--- config.mk ---
export PLATFORM = sky130hd
export DESIGN_NAME = iir_stream_sink
export DESIGN_NICKNAME = d
export VERILOG_FILES = /design/src/rtl/iir_pkg.sv /design/src/rtl/sink_fifo_mem.sv /design/src/rtl/iir_stream_sink.sv
export SDC_FILE = /design/constraint.sdc
export NUM_CORES = 1
export LEC_CHECK = 0
export CELL_PAD_IN_SITES_DETAIL_PLACEMENT = 0
export CELL_PAD_IN_SITES_GLOBAL_PLACEMENT = 1
export CORE_MARGIN = 3
export CORE_UTILIZATION = 53
export CTS_CLUSTER_DIAMETER = 60
export CTS_CLUSTER_SIZE = 24
export DETAILED_ROUTE_END_ITERATION = 7
export MAX_ROUTING_LAYER = met4
export PLACE_DENSITY = 0.82
export RECOVER_POWER = 50
export SYNTH_ARGS = -nofsm -noshare
export SYNTH_HDL_FRONTEND = slang
export SYNTH_SLANG_ARGS = --single-unit
--- constraint.sdc ---
create_clock -name CLK -period 4.1 [get_ports CLK]
set_input_delay 0.615 -clock CLK [delete_from_list [all_inputs] [get_ports CLK]]
set_output_delay 0.615 -clock CLK [all_outputs]
set_load 0.005 [all_outputs]
--- src/rtl/iir_pkg.sv ---
`default_nettype none
// ============================================================================
// Module      : iir_pkg
// Description : Shared definitions for the IIR filter stream sink: default
//               sample width, statistics counter width and a saturating
//               increment helper.
// Revision    : 1.0 - initial release
// ============================================================================
package iir_pkg;

  // Default sample width, matching the filter data path
  localparam int DW_DEFAULT = 8;

  // Width of the accepted/dropped statistics counters
  localparam int CNT_W = 16;

  // Increment that sticks at the all-ones value instead of wrapping
  function automatic logic [CNT_W-1:0] sat_inc(input logic [CNT_W-1:0] i_val);
    return (&i_val) ? i_val : i_val + CNT_W'(1);
  endfunction

endpackage : iir_pkg
`default_nettype wire

--- src/rtl/sink_fifo_mem.sv ---
`default_nettype none
// ============================================================================
// Module      : sink_fifo_mem
// Description : DEPTH x DW storage array for the stream sink FIFO. One
//               synchronous write port, one registered read port. The array
//               itself is not reset; only the read data register is.
// Ports       : i_clk   - clock
//               i_rst   - async active-high reset (read register only)
//               i_clr   - synchronous clear of the read register
//               i_we    - write enable
//               i_waddr - write address
//               i_wdata - write data
//               i_re    - read enable
//               i_raddr - read address
//               o_rdata - registered read data, holds when i_re is low
// Revision    : 1.0 - initial release
// ============================================================================
module sink_fifo_mem
  import iir_pkg::*;
#(
  parameter int DW    = DW_DEFAULT,
  parameter int DEPTH = 16,
  localparam int AW   = $clog2(DEPTH)
) (
  input  logic          i_clk,
  input  logic          i_rst,
  input  logic          i_clr,
  input  logic          i_we,
  input  logic [AW-1:0] i_waddr,
  input  logic [DW-1:0] i_wdata,
  input  logic          i_re,
  input  logic [AW-1:0] i_raddr,
  output logic [DW-1:0] o_rdata
);

  logic [DW-1:0] r_mem [DEPTH];
  logic [DW-1:0] r_rdata;

  always_ff @(posedge i_clk) begin
    if (i_we) begin
      r_mem[i_waddr] <= i_wdata;
    end
  end

  // The read samples the array before this edge's write lands, so a read
  // and write to the same slot (full FIFO, pop + push) returns the old entry.
  always_ff @(posedge i_clk or posedge i_rst) begin
    if (i_rst) begin
      r_rdata <= '0;
    end else if (i_clr) begin
      r_rdata <= '0;
    end else if (i_re) begin
      r_rdata <= r_mem[i_raddr];
    end
  end

  assign o_rdata = r_rdata;

endmodule : sink_fifo_mem
`default_nettype wire

--- src/rtl/iir_stream_sink.sv ---
`default_nettype none
// ============================================================================
// Module      : iir_stream_sink
// Description : Capture sink for the IIR filter output stream. Buffers every
//               valid sample in a FIFO, drains it through a request/valid
//               read port, counts accepted and dropped samples and raises
//               DONE after N_SAMPLES arrivals.
// Ports       : CLK, RST (async, active-high), CLR (sync clear)
//               VIN/DIN       - input stream from filter VOUT/DOUT
//               RD_REQ        - pop request
//               DOUT/VOUT     - registered popped sample and valid pulse
//               FULL/EMPTY/LEVEL - occupancy
//               OVF, RX_CNT, DROP_CNT, DONE - statistics
// Revision    : 1.0 - initial release
// ============================================================================
module iir_stream_sink
  import iir_pkg::*;
#(
  parameter int DW        = DW_DEFAULT,
  parameter int DEPTH     = 16,
  parameter int N_SAMPLES = 0,
  localparam int AW       = $clog2(DEPTH),
  localparam int LW       = AW + 1
) (
  input  logic             CLK,
  input  logic             RST,
  input  logic             CLR,
  input  logic             VIN,
  input  logic [DW-1:0]    DIN,
  input  logic             RD_REQ,
  output logic [DW-1:0]    DOUT,
  output logic             VOUT,
  output logic             FULL,
  output logic             EMPTY,
  output logic [LW-1:0]    LEVEL,
  output logic             OVF,
  output logic [CNT_W-1:0] RX_CNT,
  output logic [CNT_W-1:0] DROP_CNT,
  output logic             DONE
);

  logic [AW-1:0]    r_wr_ptr;
  logic [AW-1:0]    r_rd_ptr;
  logic [LW-1:0]    r_level;
  logic             r_full;
  logic             r_empty;
  logic             r_vout;
  logic             r_ovf;
  logic [CNT_W-1:0] r_rx_cnt;
  logic [CNT_W-1:0] r_drop_cnt;
  logic [31:0]      r_arr_cnt;
  logic             r_done;

  logic             w_pop;
  logic             w_wr;
  logic             w_drop;
  logic [LW-1:0]    w_level_nxt;
  logic [31:0]      w_arr_nxt;
  logic             w_done_hit;

  // A pop on a full FIFO frees the slot that the same-cycle write takes
  assign w_pop  = RD_REQ & ~r_empty;
  assign w_wr   = VIN & (~r_full | w_pop);
  assign w_drop = VIN & r_full & ~w_pop;

  always_comb begin
    w_level_nxt = r_level;
    if (w_wr && !w_pop) begin
      w_level_nxt = r_level + LW'(1);
    end else if (!w_wr && w_pop) begin
      w_level_nxt = r_level - LW'(1);
    end
  end

  // Arrival counter saturates so DONE can never re-trigger by wrapping
  assign w_arr_nxt  = (&r_arr_cnt) ? r_arr_cnt : r_arr_cnt + 32'd1;
  assign w_done_hit = (N_SAMPLES != 0) && VIN && (w_arr_nxt == 32'(N_SAMPLES));

  sink_fifo_mem #(
    .DW    (DW),
    .DEPTH (DEPTH)
  ) u_mem (
    .i_clk   (CLK),
    .i_rst   (RST),
    .i_clr   (CLR),
    .i_we    (w_wr & ~CLR),
    .i_waddr (r_wr_ptr),
    .i_wdata (DIN),
    .i_re    (w_pop & ~CLR),
    .i_raddr (r_rd_ptr),
    .o_rdata (DOUT)
  );

  always_ff @(posedge CLK or posedge RST) begin
    if (RST) begin
      r_wr_ptr   <= '0;
      r_rd_ptr   <= '0;
      r_level    <= '0;
      r_full     <= 1'b0;
      r_empty    <= 1'b1;
      r_vout     <= 1'b0;
      r_ovf      <= 1'b0;
      r_rx_cnt   <= '0;
      r_drop_cnt <= '0;
      r_arr_cnt  <= '0;
      r_done     <= 1'b0;
    end else if (CLR) begin
      r_wr_ptr   <= '0;
      r_rd_ptr   <= '0;
      r_level    <= '0;
      r_full     <= 1'b0;
      r_empty    <= 1'b1;
      r_vout     <= 1'b0;
      r_ovf      <= 1'b0;
      r_rx_cnt   <= '0;
      r_drop_cnt <= '0;
      r_arr_cnt  <= '0;
      r_done     <= 1'b0;
    end else begin
      r_vout  <= w_pop;
      r_level <= w_level_nxt;
      // Flags come from the occupancy counter; equal pointers are ambiguous
      r_full  <= (w_level_nxt == LW'(DEPTH));
      r_empty <= (w_level_nxt == '0);
      if (w_wr) begin
        r_wr_ptr <= r_wr_ptr + AW'(1);
        r_rx_cnt <= sat_inc(r_rx_cnt);
      end
      if (w_pop) begin
        r_rd_ptr <= r_rd_ptr + AW'(1);
      end
      if (w_drop) begin
        r_ovf      <= 1'b1;
        r_drop_cnt <= sat_inc(r_drop_cnt);
      end
      if (VIN) begin
        r_arr_cnt <= w_arr_nxt;
      end
      if (w_done_hit) begin
        r_done <= 1'b1;
      end
    end
  end

  assign VOUT     = r_vout;
  assign FULL     = r_full;
  assign EMPTY    = r_empty;
  assign LEVEL    = r_level;
  assign OVF      = r_ovf;
  assign RX_CNT   = r_rx_cnt;
  assign DROP_CNT = r_drop_cnt;
  assign DONE     = r_done;

endmodule : iir_stream_sink
`default_nettype wire

# Yosys cells after proc, flatten, opt, wreduce, memory -nomap -nowiden
# Memory sizes are Yosys's and may differ from the RTL's.
# Index checks and enable logic that the tools add are counted.
dict set report totals {
  ff_bits 57
  ramBits 128
  in_bits 13
  out_inout_bits 50
  word_cells 66
  mem_count 1
}
dict set report op_classes {
  addsub 6
  n_eq_ne 3
  n_mux 22
  bitwise_logic 11
  reduce_logical 13
}
# memory words width read_ports rd_clocked_by_memory_dff write_ports line
set mem_list {}
lappend mem_list {u_mem.r_mem 16 8 1 0 1 sink_fifo_mem.sv:36} ;# logic [DW-1:0] r_mem [DEPTH];
# cell n
set ops {}
lappend ops {{16-bit 2-to-1 mux} 6}
lappend ops {{16-bit by 1-bit adder with 16-bit output, second input constant} 2}
lappend ops {{16-bit AND reduction} 2}
lappend ops {{4-bit 2-to-1 mux} 4}
lappend ops {{8-bit 2-to-1 mux} 2}
lappend ops {{5-bit 2-to-1 mux} 3}
lappend ops {{4-bit by 1-bit adder with 4-bit output, second input constant} 2}
lappend ops {{2-bit nonzero test} 4}
lappend ops {{1-bit 2-to-1 mux} 7}
lappend ops {{1-bit AND} 6}
lappend ops {{5-bit by 1-bit adder with 5-bit output, second input constant} 1}
lappend ops {{5-bit equality test, second input constant} 1}
lappend ops {{5-bit logical NOT} 1}
lappend ops {{5-bit by 1-bit subtractor with 5-bit output, second input constant} 1}
lappend ops {{2-bit inequality test, second input constant} 2}
lappend ops {{1-bit inverter} 4}
lappend ops {{2-bit AND reduction} 2}
lappend ops {{1-bit logical AND} 2}
lappend ops {{1-bit logical NOT} 2}
lappend ops {{1-bit bitwise OR} 1}

# Logic depth before layout (Yosys ltp)
dict set report logic_depth {
  depth_word 10
  ltp_mapped 7
  ltp_nobuf 7
}

# Modules after synthesis
# Synthesis repeated with hierarchy kept, for this count alone.
dict set report unflattened {
  hier_cells 607
  hier_area_um2 8136.6
}
# mod instances cells_per_inst area_each_um2 seq_area_each_um2
set modules_own_cells {}
lappend modules_own_cells {sink_fifo_mem 1 323 5377.7 4043.9}
lappend modules_own_cells {iir_stream_sink 1 284 2758.9 1227.4}

# Worst setup path after synthesis
# OpenSTA, ideal clock, no wires.
dict set report synth_timing {
  kind {input port to flip-flop}
  from {input VIN}
  to {memory u_mem.r_mem[0][0] in the netlist's numbering, enable pin}
  setup_ns 0.370
  arrival_ns 1.780
  required_time_ns 3.730
  setup_slack_ns 1.950
  stages 5
  n_path_buf 2
  cell_sequence {buf_4 > a21boi_2 > clkbuf_1 > nand2_1 > nor2_1}
}
dict set report synth_via {
  elab_chain_cells 4
}
# item line
set synth_rtl {}
lappend synth_rtl {{start, declared} iir_stream_sink.sv:28} ;# input logic VIN,
lappend synth_rtl {{1-bit AND} iir_stream_sink.sv:63} ;# assign w_wr = VIN & (~r_full | w_pop);
lappend synth_rtl {{1-bit AND} iir_stream_sink.sv:86} ;# .i_we (w_wr & ~CLR),
lappend synth_rtl {{1-bit 2-to-1 mux} sink_fifo_mem.sv:40} ;# if (i_we) begin
lappend synth_rtl {{1-bit 2-to-1 mux (implied by the code)} sink_fifo_mem.sv:41} ;# r_mem[i_waddr] <= i_wdata;
lappend synth_rtl {{end, declared} sink_fifo_mem.sv:36}
# Every way passes these cells.

# Worst setup path after layout
dict set report layout_timing {
  from {input RD_REQ}
  to {memory u_mem.r_mem[11][6] in the netlist's numbering, enable pin}
}
dict set report layout_via {
  elab_chain_cells 6
}
# item line
set layout_rtl {}
lappend layout_rtl {{start, declared} iir_stream_sink.sv:30} ;# input logic RD_REQ,
lappend layout_rtl {{1-bit AND} iir_stream_sink.sv:62} ;# assign w_pop = RD_REQ & ~r_empty;
lappend layout_rtl {{1-bit bitwise OR} iir_stream_sink.sv:63}
lappend layout_rtl {{1-bit AND} iir_stream_sink.sv:63}
lappend layout_rtl {{1-bit AND} iir_stream_sink.sv:86}
lappend layout_rtl {{1-bit 2-to-1 mux} sink_fifo_mem.sv:40}
lappend layout_rtl {{1-bit 2-to-1 mux (implied by the code)} sink_fifo_mem.sv:41}
# Every way passes these cells.

==> run summary <==
At the end of the flow the core is filled with cells to 62.94%. The type of destination of the critical path is a flip-flop. The most used flip-flop cell after synthesis is sky130_fd_sc_hd__edfxtp_1. The number of violations of the max-capacitance limit came out at 0.

Static timing analysis puts the maximum clock frequency at 0.3253 GHz. The floorplan row count came out at 44. Setup violations remaining at the end of the flow were counted as 0.

The count of instances resized after the clock tree is built came out at 0. The TritonCTS sink count is 185. For this design the ratio of total power to cell area is 435.1 nW/um^2. From synthesis to final layout, the design area changed by 15.90%.

The global placer's final weighted congestion came out at 0.8639. In this run the static leakage power is 3.232 nW. The share of synthesized registers carrying an async set or reset came out at 30.81%.

The half-perimeter wire length of the detailed placement result came out at 10930 um. The initial antenna violation count came out at 0. The initial core utilization came out at 54.31%.

The core outline area is 14590 um^2. Sorting the synthesized cells by area gives the leading types as sky130_fd_sc_hd__edfxtp_1 49%, sky130_fd_sc_hd__dfrtp_1 18%, sky130_fd_sc_hd__mux4_2 9.1%. The remaining global-route overflow came out at 0. Once layout is complete, the cells apart from fillers number 788.

The fraction of the yosys area taken by sequential cells came out at 66.54%. Measured along the x axis, the die boundary spans 128.3 um. Counting the fill cells in the layout gives 1034. The signal arrival time at the worst endpoint is 3.13 ns. The critical path in this run is classified as input port to flip-flop. The global-route wire length before repair came out at 26000 um. The transition at the pin with the smallest max-transition slack came out at 1.187 ns. Synthesis inferred 185 register bits. Buffers added to address setup during post-CTS repair amount to 0. The total via count in the routed design is 4692. The first-pass iteration count of the detailed router is 7.

The number of nets in the final layout came out at 613. The master cell of the clock root buffer is sky130_fd_sc_hd__clkbuf_16. The maximum vdd drop came out at 0.2865 mV. The post-layout minimum cycle time is 3.074 ns. The buffer depth of the longest clock path is 2. The detail route stage leaves a number of antenna-violating nets equal to 0. The number of global-route vias before repair came out at 4681.

The portion of the clock cycle consumed by the worst path in the final layout is 74.99%. The count of buffers from port buffering came out at 61. The kind of start point of the critical path is an input port.

The share of the synthesized area in the top cell type is 48.52%. The worst clock skew is 0.01345 ns. When the netlist entered floorplanning its net count stood at 552. The mapped cell area is 7923 um^2. In this run the vertical extent of the chip is 128.3 um.

The flow ran to the end, and the final reports show no timing, DRC or antenna violations. The clock-pin transition on the worst setup and hold timing paths is 0.06 ns. The tightest min-delay check is of the flip-flop to flip-flop type. The pin count of the biggest net entering global routing is 42. The largest total area in the synthesized netlist belongs to sky130_fd_sc_hd__edfxtp_1.

The die footprint is 16450 um^2. The number of enable flip-flop cells after synthesis came out at 128. The setup TNS is 0 ns.

Synthesis instantiated 63 different standard cells from the library. The total placed cells including tap cells is 756. During synthesis, Yosys emitted a total of 0 warnings.

After detailed routing, the average wire length per cell comes to 20.72 um. The insertion delay of the later-clocked pin in the worst-skew pair is 0.43 ns. Counting every instance in the synthesized netlist gives 530.

The number of antenna diodes in the final layout is 0. The number of hold violations in the final report is 0. The final wirelength is 16320 um.

In the routed design, unresolved DRC markers number 0. Buffers inserted during clock tree synthesis total 17. In this run the tightest slew margin relative to its limit is 20.80%. The DRC marker count from the first detailed-route iteration came out at 528.

TritonCTS built the clock tree. Setup repair after global routing left no endpoint under its margin. After clock tree synthesis, the flow added hold-fix buffers numbering 0. The highest fanout seen on the critical path is 31. The share of final-layout standard cells stronger than drive strength 1 is 12.75%. The H-tree was split into 4 levels. The max-slew violation count is 0. Using the TritonRoute via totals, the vias-per-cell ratio works out to 5.954.

The required time of the critical path is 4.15 ns. The number of placed I/O pins came out at 63. The global router's overall resource usage came out at 21.63%. Dividing the synthesized area by the synthesized cell count gives 14.95 um^2.
[power breakdown]
part	switching [W]	total (W)	leakage (nW)	internal, W
Combinational	0.000202	0.000393	1.04	0.000191
Clock	0.000659	0.00150	0.253	0.000838
Sequential	0.0000630	0.00211	1.94	0.00204
[cell type report]
| class | count | area, um^2 | share of cell area [%] |
|---|---|---|---|
| timing repair buffer | 67 | 643.1 | 7.004 |
| multi-input combinational | 309 | 2457 | 26.76 |
| clock inverter | 10 | 93.84 | 1.022 |
| inverter | 11 | 41.29 | 0.4497 |
| clock buffer | 22 | 444.2 | 4.837 |
| tap | 184 | 230.2 | 2.507 |
| sequential | 185 | 5273 | 57.42 |
[layer usage]
layer  GRT usage (%)  share of wire (%)  up-vias
met1           31.45                 45     2358
met4           7.491                1.7        0
met3           4.958                5.9       19
met5               -                  0        -
met2           30.37                 47      154
li1                -                  -     2161
[final timing paths]
path                                 endpoint    from  slack (ns)  depth (start not counted)
setup reg to reg           u_mem.r_mem[11][6]   EMPTY        1.30                          4
hold / removal                            OVF     OVF        0.50                          2
min in group asynchronous         DROP_CNT[5]     RST        0.94                          2
hold reg to reg                           OVF     OVF        0.50                          2
max in group asynchronous         r_rd_ptr[0]     RST        1.73                          3
setup / recovery           u_mem.r_mem[11][6]  RD_REQ        1.03                          5
[flip-flops by register name (all words and copies together) (netlist names)]
| register | count |
|---|---|
| OVF | 1 |
| EMPTY | 1 |
| VOUT | 1 |
| FULL | 1 |
| RX_CNT | 16 |
| LEVEL | 5 |
| DROP_CNT | 16 |
| r_rd_ptr | 4 |
| u_mem.o_rdata | 8 |
| u_mem.r_mem | 128 |
| r_wr_ptr | 4 |
[logic make-up (layout without fill, tap and decap cells)]
group	count (synthesis)	count (layout)	share of synthesized area (%)
simple gates	158	158	10.53
other cells	1	1	0.04733
compound gates	83	83	7.075
mux	38	38	9.997
fa+ha+maj	9	9	1.421
xor+xnor	20	20	2.211
buf+inv	36	110	2.179
flops	185	185	66.54
[cells in the mapped netlist, types with 6 or more instances]
library cell,count
sky130_fd_sc_hd__mux4_2,32
sky130_fd_sc_hd__nand2_1,23
sky130_fd_sc_hd__nand3_1,16
sky130_fd_sc_hd__and2_1,6
sky130_fd_sc_hd__ha_1,9
sky130_fd_sc_hd__xor2_1,13
sky130_fd_sc_hd__or3_1,6
sky130_fd_sc_hd__dfrtp_1,56
sky130_fd_sc_hd__inv_1,11
sky130_fd_sc_hd__a21oi_1,33
sky130_fd_sc_hd__nor2_1,54
sky130_fd_sc_hd__a22oi_1,16
sky130_fd_sc_hd__nand4_1,12
sky130_fd_sc_hd__and3_1,9
sky130_fd_sc_hd__nor2b_1,6
sky130_fd_sc_hd__xnor2_1,7
sky130_fd_sc_hd__clkbuf_1,10
sky130_fd_sc_hd__edfxtp_1,128
[through the flow]
step / hold WS (ns) / area [um^2] / setup slack [ns] / total power (W)
5_1_grt: 0.5440 / 9183 / 0.7260 / 0.004146
3_3_place_gp: 0.4871 / 8673 / 1.165 / 0.002543
4_1_cts: 0.5188 / 9211 / 1.513 / 0.004047
2_1_floorplan: 0.4906 / 7923 / 1.950 / 0.002393
3_5_place_dp: 0.5025 / 8673 / 1.096 / 0.002551
6_report: 0.5019 / 9183 / 1.026 / 0.003996
[critical path, cell delays in order]
cell	delay (ns)
sky130_fd_sc_hd__dlygate4sd3_1	0.54
sky130_fd_sc_hd__nand2b_1	0.54
sky130_fd_sc_hd__a21boi_2	0.62
sky130_fd_sc_hd__nand2_1	0.23
sky130_fd_sc_hd__nor2_1	0.57
[cells in the final DEF, fill, tap and decap left out, types with 13 or more instances in the layout]
cell type,instances
sky130_fd_sc_hd__edfxtp_1,128
sky130_fd_sc_hd__dfrtp_1,55
sky130_fd_sc_hd__nor2_1,54
sky130_fd_sc_hd__clkdlybuf4s50_1,43
sky130_fd_sc_hd__a21oi_1,34
sky130_fd_sc_hd__mux4_2,32
sky130_fd_sc_hd__nand2_1,23
sky130_fd_sc_hd__clkbuf_16,17
sky130_fd_sc_hd__dlygate4sd3_1,17
sky130_fd_sc_hd__nand3_1,16
sky130_fd_sc_hd__a22oi_1,16
sky130_fd_sc_hd__xor2_1,13
Note: power is estimated with default switching activity, not from simulation.
